File: src/rtl/down_cnt_reload_timer.sv
// Loadable down-counter timer with terminal-count pulse, sticky one-shot done flag
// and auto-reload from the last loaded value for periodic ticks.
module down_cnt_reload_timer #(
  parameter int unsigned WIDTH = 4
) (
  input  logic             clk,
  input  logic             rst,
  input  logic             load,
  input  logic [WIDTH-1:0] din,
  input  logic             en,
  input  logic             mode,
  input  logic             clr_done,
  output logic [WIDTH-1:0] cnt,
  output logic             tc,
  output logic             done,
  output logic             running
);

  typedef enum logic [1:0] {
    ST_IDLE = 2'd0,
    ST_RUN  = 2'd1,
    ST_DONE = 2'd2
  } state_t;

  localparam logic [WIDTH-1:0] ONE = WIDTH'(1);

  state_t           state;
  logic [WIDTH-1:0] reload_reg;

  // running is kept as its own register, updated alongside every state change
  always_ff @(posedge clk or posedge rst) begin
    if (rst) begin
      cnt        <= '0;
      reload_reg <= '0;
      state      <= ST_IDLE;
      tc         <= 1'b0;
      done       <= 1'b0;
      running    <= 1'b0;
    end else begin
      tc <= 1'b0;
      if (load) begin
        cnt        <= din;
        reload_reg <= din;
        state      <= ST_IDLE;
        done       <= 1'b0;
        running    <= 1'b0;
      end else if (state == ST_DONE) begin
        if (clr_done) begin
          done    <= 1'b0;
          state   <= ST_IDLE;
          running <= 1'b0;
        end
      end else if (en && (cnt != '0)) begin
        if (cnt == ONE) begin
          tc <= 1'b1;
          if (mode) begin
            cnt     <= reload_reg;
            state   <= ST_RUN;
            running <= 1'b1;
          end else begin
            cnt     <= '0;
            done    <= 1'b1;
            state   <= ST_DONE;
            running <= 1'b0;
          end
        end else begin
          cnt     <= cnt - ONE;
          state   <= ST_RUN;
          running <= 1'b1;
        end
      end
    end
  end

endmodule

File: config.mk
export PLATFORM = sky130hd
export DESIGN_NAME = down_cnt_reload_timer
export DESIGN_NICKNAME = d
export VERILOG_FILES = /design/src/rtl/down_cnt_reload_timer.sv
export SDC_FILE = /design/constraint.sdc
export NUM_CORES = 1
export LEC_CHECK = 0
export ABC_AREA = 1
export ABC_CLOCK_PERIOD_IN_PS = 2700
export CAP_MARGIN = 20
export CORE_ASPECT_RATIO = 1.4
export CORE_MARGIN = 4
export CORE_UTILIZATION = 35
export CTS_CLUSTER_SIZE = 8
export DETAILED_ROUTE_END_ITERATION = 10
export MAX_ROUTING_LAYER = met4
export PLACE_DENSITY = 0.65
export RECOVER_POWER = 25
export SYNTH_ARGS = -nofsm -noshare
export SYNTH_HDL_FRONTEND = slang
export SYNTH_SLANG_ARGS = --single-unit
File: constraint.sdc
create_clock -name clk -period 2.7 [get_ports clk]
set_input_delay 0.405 -clock clk [delete_from_list [all_inputs] [get_ports clk]]
set_output_delay 0.405 -clock clk [all_outputs]
set_load 0.02 [all_outputs]
# Word-level counts from Yosys, hierarchy flattened

Index checks and enable logic that the tools add are counted.

Equality and inequality tests: 5
$add $sub $neg: 1
Reduce and logical (&&, ||, !) cells: 8
Mux-type cells: 26

Operators by type and width:

| kind                  | count |
|---|---|
| $mux W4               | 5 |
| $mux W1               | 15 |
| $mux W2               | 6 |
| $reduce_bool A3 Y1    | 2 |
| $eq A4 B1 Y1 const B  | 1 |
| $reduce_and A2 Y1     | 2 |
| $reduce_and A4 Y1     | 1 |
| $reduce_bool A4 Y1    | 1 |
| $sub A4 B1 Y4 const B | 1 |
| $ne A3 B2 Y1 const B  | 1 |
| $ne A3 B3 Y1 const B  | 1 |
| $eq A2 B2 Y1 const B  | 1 |
| $ne A2 B2 Y1 const B  | 1 |
| $reduce_bool A2 Y1    | 1 |
| $logic_and A1 B1 Y1   | 1 |

Bits in registers: 13
Logic and storage cells: 46
Bits of input ports: 10

# Longest topological paths before layout

Gate-level depths: netlist of run 1.

Depth in word-level cells: 5
Gate-level depth with buffers: 11
Depth with buffers taken out: 11

# Worst setup path before layout of run 1

No wires, ideal clock.

Path type: reg2reg
From: reg cnt[0]
To: reg cnt[2]
Cell stages (with the launch flop): 9
Slack: 1.393 ns
Library setup time: 0.117 ns
Buffers on the path: 0
Data arrival time: 1.190 ns
Clock period less this slack: 1.307 ns
Cell sequence: dfrtp_1 inv_1 ha_1 nand2_2 nand2_4 nor2_4 nor2_4 nand2_1 nand2_1

Word-level cells in the longest chain between the ends: 5
Elaborated cells between the ends (all ways): 10
Classes of those cells: 1 x add/sub; 1 x eq/ne; 4 x mux; 4 x reduce/logical

Ends and longest elaborated chain:

| item                                                 | RTL line | source |
|---|---|---|
| start, declared                                      | 13       | `output logic [WIDTH-1:0] cnt,` |
| start signal, assigned                               | 42       | `cnt <= din;` |
| start signal, assigned                               | 57       | `cnt <= reload_reg;` |
| start signal, assigned                               | 67       | `cnt <= cnt - ONE;` |
| $sub A4 B1 Y4 / $eq A4 B1 Y1 (equally long branches) | 67, 54   |  |
| $mux W4                                              | 54       | `if (cnt == ONE) begin` |
| $mux W4                                              | 53       | `end else if (en && (cnt != '0)) begin` |
| $mux W4                                              | 47       | `end else if (state == ST_DONE) begin` |
| $mux W4                                              | 41       | `if (load) begin` |

Parallel ways exist; a longest one is shown, timed or not. The select of a mux whose other input is x is not followed.
A chain may end at the register's enable or synchronous reset.

# Worst setup path after layout of run 1

From: reg cnt[2]
To: out cnt[2]

No word-level cell between the ends.

==> results of run 1 <==
-- worst max path at each step --
stage              to  slack [ns]  depth (start not counted)
3_5_place_dp   cnt[3]        0.78                          8
6_report       cnt[2]        0.92                          1
3_3_place_gp   cnt[3]        0.85                          8
4_1_cts        cnt[2]        0.91                          1
2_1_floorplan  cnt[2]        1.39                          8
5_1_grt        cnt[2]        0.86                          1
-- metal layers --
metal,vias to the layer above,routed length [um]
li1,355,-
met1,306,713
met2,29,820
met3,7,93
met4,0,54
met5,-,0
-- placed cells by master (no fill, tap or decap) --
master           Yosys  layout
dfrtp_1             12      12
o21ai_1              3       3
ha_1                 3       3
nor2_1               4       4
nor2_4               4       4
inv_2                1       1
nand2_1             42      42
nand3_1             10      10
nand4_1              1       1
nand3b_1             1       1
dlygate4sd3_1        0       1
inv_1               12      12
nand2_4              2       2
nand2_2              5       5
nor4_1               1       1
clkbuf_4             0       3
clkdlybuf4s50_1      0      15
nor2_2               1       1
-- final cells by class --
class / instances / area, um^2 / area share [%]
Multi-Input combinational cell: 77 / 400.4 / 41.78
Sequential cell: 12 / 300.3 / 31.33
Timing Repair Buffer: 16 / 160.2 / 16.71
Inverter: 13 / 48.80 / 5.091
Tap cell: 21 / 26.28 / 2.742
Clock buffer: 3 / 22.52 / 2.350
-- cell families after synthesis --
logic type	after synthesis	synth area share, %
AOI/OAI and AO/OA	3	1.963
DFF	12	39.28
buffers and inverters	15	8.346
adders and majority gates	3	4.911
and+or+nand+nor	71	45.50
-- metrics by stage --
step | setup WS [ns] | area, um^2 | cells | util, % | hold WS, ns
floorplan | 1.393 | 764.5 | 104 | - | 0.2697
global placement | 0.8481 | 935.9 | 139 | 46.32 | 0.4578
detailed placement | 0.7773 | 935.9 | 139 | 46.32 | 0.4620
CTS | 0.9132 | 958.4 | 142 | 47.43 | 0.4610
global route | 0.8610 | 958.4 | 142 | 47.43 | 0.4999
finish | 0.9155 | 958.4 | 142 | 47.43 | 0.4719
-- worst register-to-register path, stage by stage, from the launching register on --
cell     delay, ns
dfrtp_1       0.43
inv_1         0.11
ha_1          0.26
nand2_2       0.14
nand2_1       0.10
nand2_1       0.05
nand2_1       0.05
nand2_1       0.05
nand2_1       0.06
nand2_1       0.05
-- power by group through the flow --
stage | clock (mW) | combinational (mW) | sequential (mW)
after floorplan | 0 | 0.155 | 0.269
after global placement | 0 | 0.270 | 0.246
after detailed placement | 0 | 0.273 | 0.247
after CTS | 0.112 | 0.275 | 0.243
after global routing | 0.120 | 0.301 | 0.249
final | 0.111 | 0.271 | 0.243
==> key figures, run 1 <==
Clocking
  • Htree depth: 1
  • CTS Buffer Depth: 2
  • Resized cells post-CTS: 0
  • Clock slew at reported path FFs: approximately 0.08 ns
  • Clock tree from TritonCTS: yes
  • TritonCTS Sinks: 12
  • Cts hold-fix bufs: 0
  • Clk Tree Root Cell: clkbuf_4
  • Clock Latency Late Sink: 0.28 ns
  • CTS buffer count: 3
  • Setup bufs post-CTS: 0

Pwr
  • P_leak: 0.4990 nW
  • P_int: between 0.3 and 0.4 mW
  • Seq pwr share: 38.8%
  • Pwr per Cell Area: around 650 nW/um^2
  • Net switching power: 0.2519 mW
  • Sw frac: ~40%
  • Comb pwr share: 43.4%
  • Overall power: approximately 0.63 mW
  • VDD IR-drop max: between 0.0002 and 0.0003 V
  • Clock power frac: 17.8%

Timing
  • RSZ-0062 raised after global routing: false
  • Slew of the pin with the lowest slew margin: 0.4514 ns
  • Setup TNS Final: 0 ns
  • Post-layout minimum cycle time: 1.785 ns
  • Pins Over Slew Limit: 0
  • Fmax: 0.5604 GHz
  • Rel. slew slack: 69.87%
  • Clk_skew: between 0.007 and 0.008 ns
  • Final Setup Violations: 0
  • Fin crit share: 66.09%
  • Final Hold Fails: 0

Critical path
  • CP peak stage delay: around 0.64 ns
  • Setup CP Type: reg2out
  • CP Cell Sequence: clkdlybuf4s50_1
  • Crit-path leading delay family: buffers and inverters
  • Worst r2r path cells: 9
  • Worst Path Buf+Inv: 1
  • CP endpoint kind: output pin
  • Reg-to-reg critical path startpoint: cnt[1]
  • CP required: approximately 2.3 ns
  • Worst setup path startpoint: cnt[2]
  • Reg2reg end: cnt[2]
  • Critical path's slowest cell: clkdlybuf4s50_1
  • Worst R2R Setup Slack: ~1.3 ns
  • Critical path arrival: ~1.4 ns
  • Worst Path Max Fanout: 5
  • Critical path launch point type: flop

Synthesis
  • Register area share after synthesis: around two fifths
  • Share of the synthesized area in the top cell type: about 39%
  • Most common cell in the netlist: nand2_1
  • Mapped Area: 764.5 um^2
  • Post-synth ARST share: between 90% and 100%
  • EDFF count, synth: 0
  • Syn_nets: 117
  • Synth area leaders: dfrtp_1 39%, nand2_1 21%, nand3_1 6.5%, inv_1 5.9%, nor2_4 5.9%
  • Synth cell count leaders: 42 x nand2_1, 12 x dfrtp_1, 12 x inv_1
  • Yosys Warn Count: 0
  • Synth area leader: dfrtp_1
  • Mapped Avg Cell Area: 7.351 um^2
  • Syn Inst Count: 104
  • Flops & latches, synth: 12
  • Top_reg_cell synth: dfrtp_1
  • Yosys cell types: 16

Floorplanning
  • Initial Util: approximately 38%
  • # IOs: 17
  • Die area: around 3000 um^2
  • Die X: 47.50 um
  • Die height: about 63 um
  • Core Footprint: ~2000 um^2
  • Cell Rows: 19

Global routing
  • Met2 Resource Use GR: roughly 20%
  • Largest net degree at the start of global routing: 13
  • Total track usage: between 10 and 15%
  • M3 GR Usage: ~1.7%
  • First-pass GRT wire length: about 2700 um
  • Initial antenna violation count: 0
  • Most used routing layer: met2
  • Vias in the first global route: 669
  • Met1 usage: between 10% and 20%
  • Grt ovf: 0

Cells and area
  • Diodes inserted: 0
  • P&R area growth vs syn: 25.37%
  • Fillers: 200
  • Share of cells above drive strength 1: 13.22%
  • NumNets Final: roughly 140

Route
  • DRT Pass-1 Iters: 4
  • WL final: approximately 1700 um
  • Remaining antenna violation count after routing: 0
  • Routed WL per cell: about 12 um
  • DRC violations left: 0
  • Initial DRC count: 23
  • Vias: 697
  • Vias per cell: 4.908

Hold path
  • Hold EP: done
  • Hold depth: 2
  • Worst Hold Class: reg2reg
  • Min-delay src: done

Placement
  • Post-DP HPWL: 1322 um
  • I/O Buffers: 16
  • Routability Congestion: roughly 0.90

Job
  • Max-cap violations: 0

Status
  • Run status: completed
Power figures use the tool's default switching activity.
==> run 2: changes to the inputs <==
--- a/config.mk
+++ b/config.mk
@@ -6,7 +6,7 @@
 export NUM_CORES = 1
 export LEC_CHECK = 0
 export ABC_AREA = 1
-export ABC_CLOCK_PERIOD_IN_PS = 2700
+export ABC_CLOCK_PERIOD_IN_PS = 1600
 export CAP_MARGIN = 20
 export CORE_ASPECT_RATIO = 1.4
 export CORE_MARGIN = 4
@@ -14,7 +14,7 @@
 export CTS_CLUSTER_SIZE = 8
 export DETAILED_ROUTE_END_ITERATION = 10
 export MAX_ROUTING_LAYER = met4
-export PLACE_DENSITY = 0.65
+export PLACE_DENSITY = 0.67
 export RECOVER_POWER = 25
 export SYNTH_ARGS = -nofsm -noshare
 export SYNTH_HDL_FRONTEND = slang
==> constraint.sdc (replaced) <==
create_clock -name clk -period 1.6 [get_ports clk]
set_input_delay 0.24 -clock clk [delete_from_list [all_inputs] [get_ports clk]]
set_output_delay 0.24 -clock clk [all_outputs]
set_load 0.02 [all_outputs]
==> key figures, run 2 (same netlist as run 1, synthesis figures left out) <==
Status
  • Run status: completed

Clocking
  • TritonCTS Sinks: 12
  • Clk Tree Root Cell: clkbuf_4
  • Setup bufs post-CTS: 0
  • CTS buffer count: 3
  • Clock Latency Late Sink: about 0.28 ns
  • Clock slew at reported path FFs: ~0.08 ns
  • Htree depth: 1
  • Cts hold-fix bufs: 0
  • Clock tree from TritonCTS: yes
  • CTS Buffer Depth: 2
  • Resized cells post-CTS: 2

Timing
  • Post-layout minimum cycle time: 1.576 ns
  • Clk_skew: 0.002889 ns
  • Slew of the pin with the lowest slew margin: between 0.4 and 0.5 ns
  • Hold_ws: slightly below 0.4 ns
  • Final Setup Violations: 0
  • Setup TNS Final: 0 ns
  • Fmax: between 0.6 and 0.7 GHz
  • Pins Over Slew Limit: 0
  • RSZ-0062 raised after global routing: false
  • Fin crit share: 98.48%
  • Final Hold Fails: 0
  • Rel. slew slack: between 60% and 70%

Global routing
  • Vias in the first global route: between 600 and 700
  • Initial antenna violation count: 0
  • First-pass GRT wire length: 2704 um
  • Grt ovf: 0
  • Largest net degree at the start of global routing: 13
  • Total track usage: about an eighth

Cells and area
  • Most frequent cells in the layout: 42 x nand2_1, 12 x inv_1, 12 x dfrtp_1, 12 x clkdlybuf4s50_1, 10 x nand3_1
  • P&R area growth vs syn: 29.13%
  • NumNets Final: 138
  • Fillers: a little over 200
  • Diodes inserted: 0
  • Most common cell after layout, fill and taps aside: nand2_1
  • Final instance area: 987.2 um^2
  • Share of cells above drive strength 1: between 10% and 20%

Pwr
  • VDD IR-drop max: 0.0006359 V
  • P_leak: approximately 0.53 nW
  • Pwr per Cell Area: between 1000 and 1500 nW/um^2

Critical path
  • CP endpoint kind: output pin
  • Crit-path leading delay family: buffers and inverters
  • Worst Path Max Fanout: 3
  • Critical path arrival: around 1.3 ns
  • Worst Path Buf+Inv: 1
  • Critical path launch point type: flop
  • Critical path's slowest cell: clkdlybuf4s50_1
  • Setup CP Type: reg2out
  • CP required: approximately 1.4 ns
  • CP peak stage delay: ~0.63 ns
  • CP Cell Sequence: clkdlybuf4s50_1

Floorplanning
  • # IOs: 17
  • Core Footprint: approximately 2000 um^2
  • Die area: between 3000 and 4000 um^2
  • Initial Util: 37.83%
  • Die X: about 48 um
  • Cell Rows: 19
  • Die height: 63.30 um

Hold path
  • Worst Hold Class: in2async

Route
  • Routed WL per cell: 10.70 um
  • WL final: roughly 1600 um
  • Initial DRC count: 17
  • Vias per cell: between 4 and 5
  • DRC violations left: 0
  • Vias: roughly 680
  • Remaining antenna violation count after routing: 0
  • DRT Pass-1 Iters: 4

Job
  • Max-cap violations: 0

Placement
  • Post-DP HPWL: about 1200 um
  • Routability Congestion: between 0.7 and 0.8
  • I/O Buffers: 16
  • Placed inst area: roughly 950 um^2
-- run 2: final cells by class --
class	instances	area [um^2]	share of cell area [%]
Clock buffer	4	36.28	3.676
Sequential cell	12	300.3	30.42
Tap cell	21	26.28	2.662
Multi-Input combinational cell	77	400.4	40.56
Inverter	13	48.80	4.943
Timing Repair Buffer	18	175.2	17.74
-- run 2: worst paths after layout --
check | startpoint | endpoint | slack, ns | cells after the start
max | state[0] | running | 0.02 | 1
min in group clk | reload_reg[1] | reload_reg[1] | 0.48 | 2
min | rst | reload_reg[2] | 0.40 | 2
max reg2reg | cnt[1] | cnt[2] | 0.27 | 9
min reg2reg | reload_reg[1] | reload_reg[1] | 0.48 | 2
max in group asynchronous | rst | state[0] | 0.88 | 2
-- run 2: metrics by stage --
step | cells | setup WS (ns) | power (mW) | utilization, %
3_5_place_dp | 141 | 0.1515 | 0.8744 | 47.06
6_report | 145 | 0.02434 | 1.102 | 48.85
4_1_cts | 145 | 0.02116 | 1.116 | 48.73
3_3_place_gp | 141 | 0.1984 | 0.8658 | 47.06
2_1_floorplan | 104 | 0.2932 | 0.7153 | -
5_1_grt | 145 | 0.0006088 | 1.186 | 48.85
-- run 2: layer usage --
| metal | wire, um | global-route usage [%] | part of all wire, % | vias to the layer above |
|---|---|---|---|---|
| li1 | - | - | - | 359 |
| met1 | 686 | 15.37 | 44 | 304 |
| met2 | 763 | 19.63 | 49 | 11 |
| met3 | 62 | 1.709 | 4.0 | 5 |
| met4 | 40 | 7.266 | 2.6 | 0 |
| met5 | 0 | - | 0 | - |
-- run 2: power breakdown --
group	switching (mW)	internal (mW)	leakage, nW
logic	0.260	0.182	0.360
clock network	0.113	0.139	0.0210
registers	0.0548	0.354	0.150
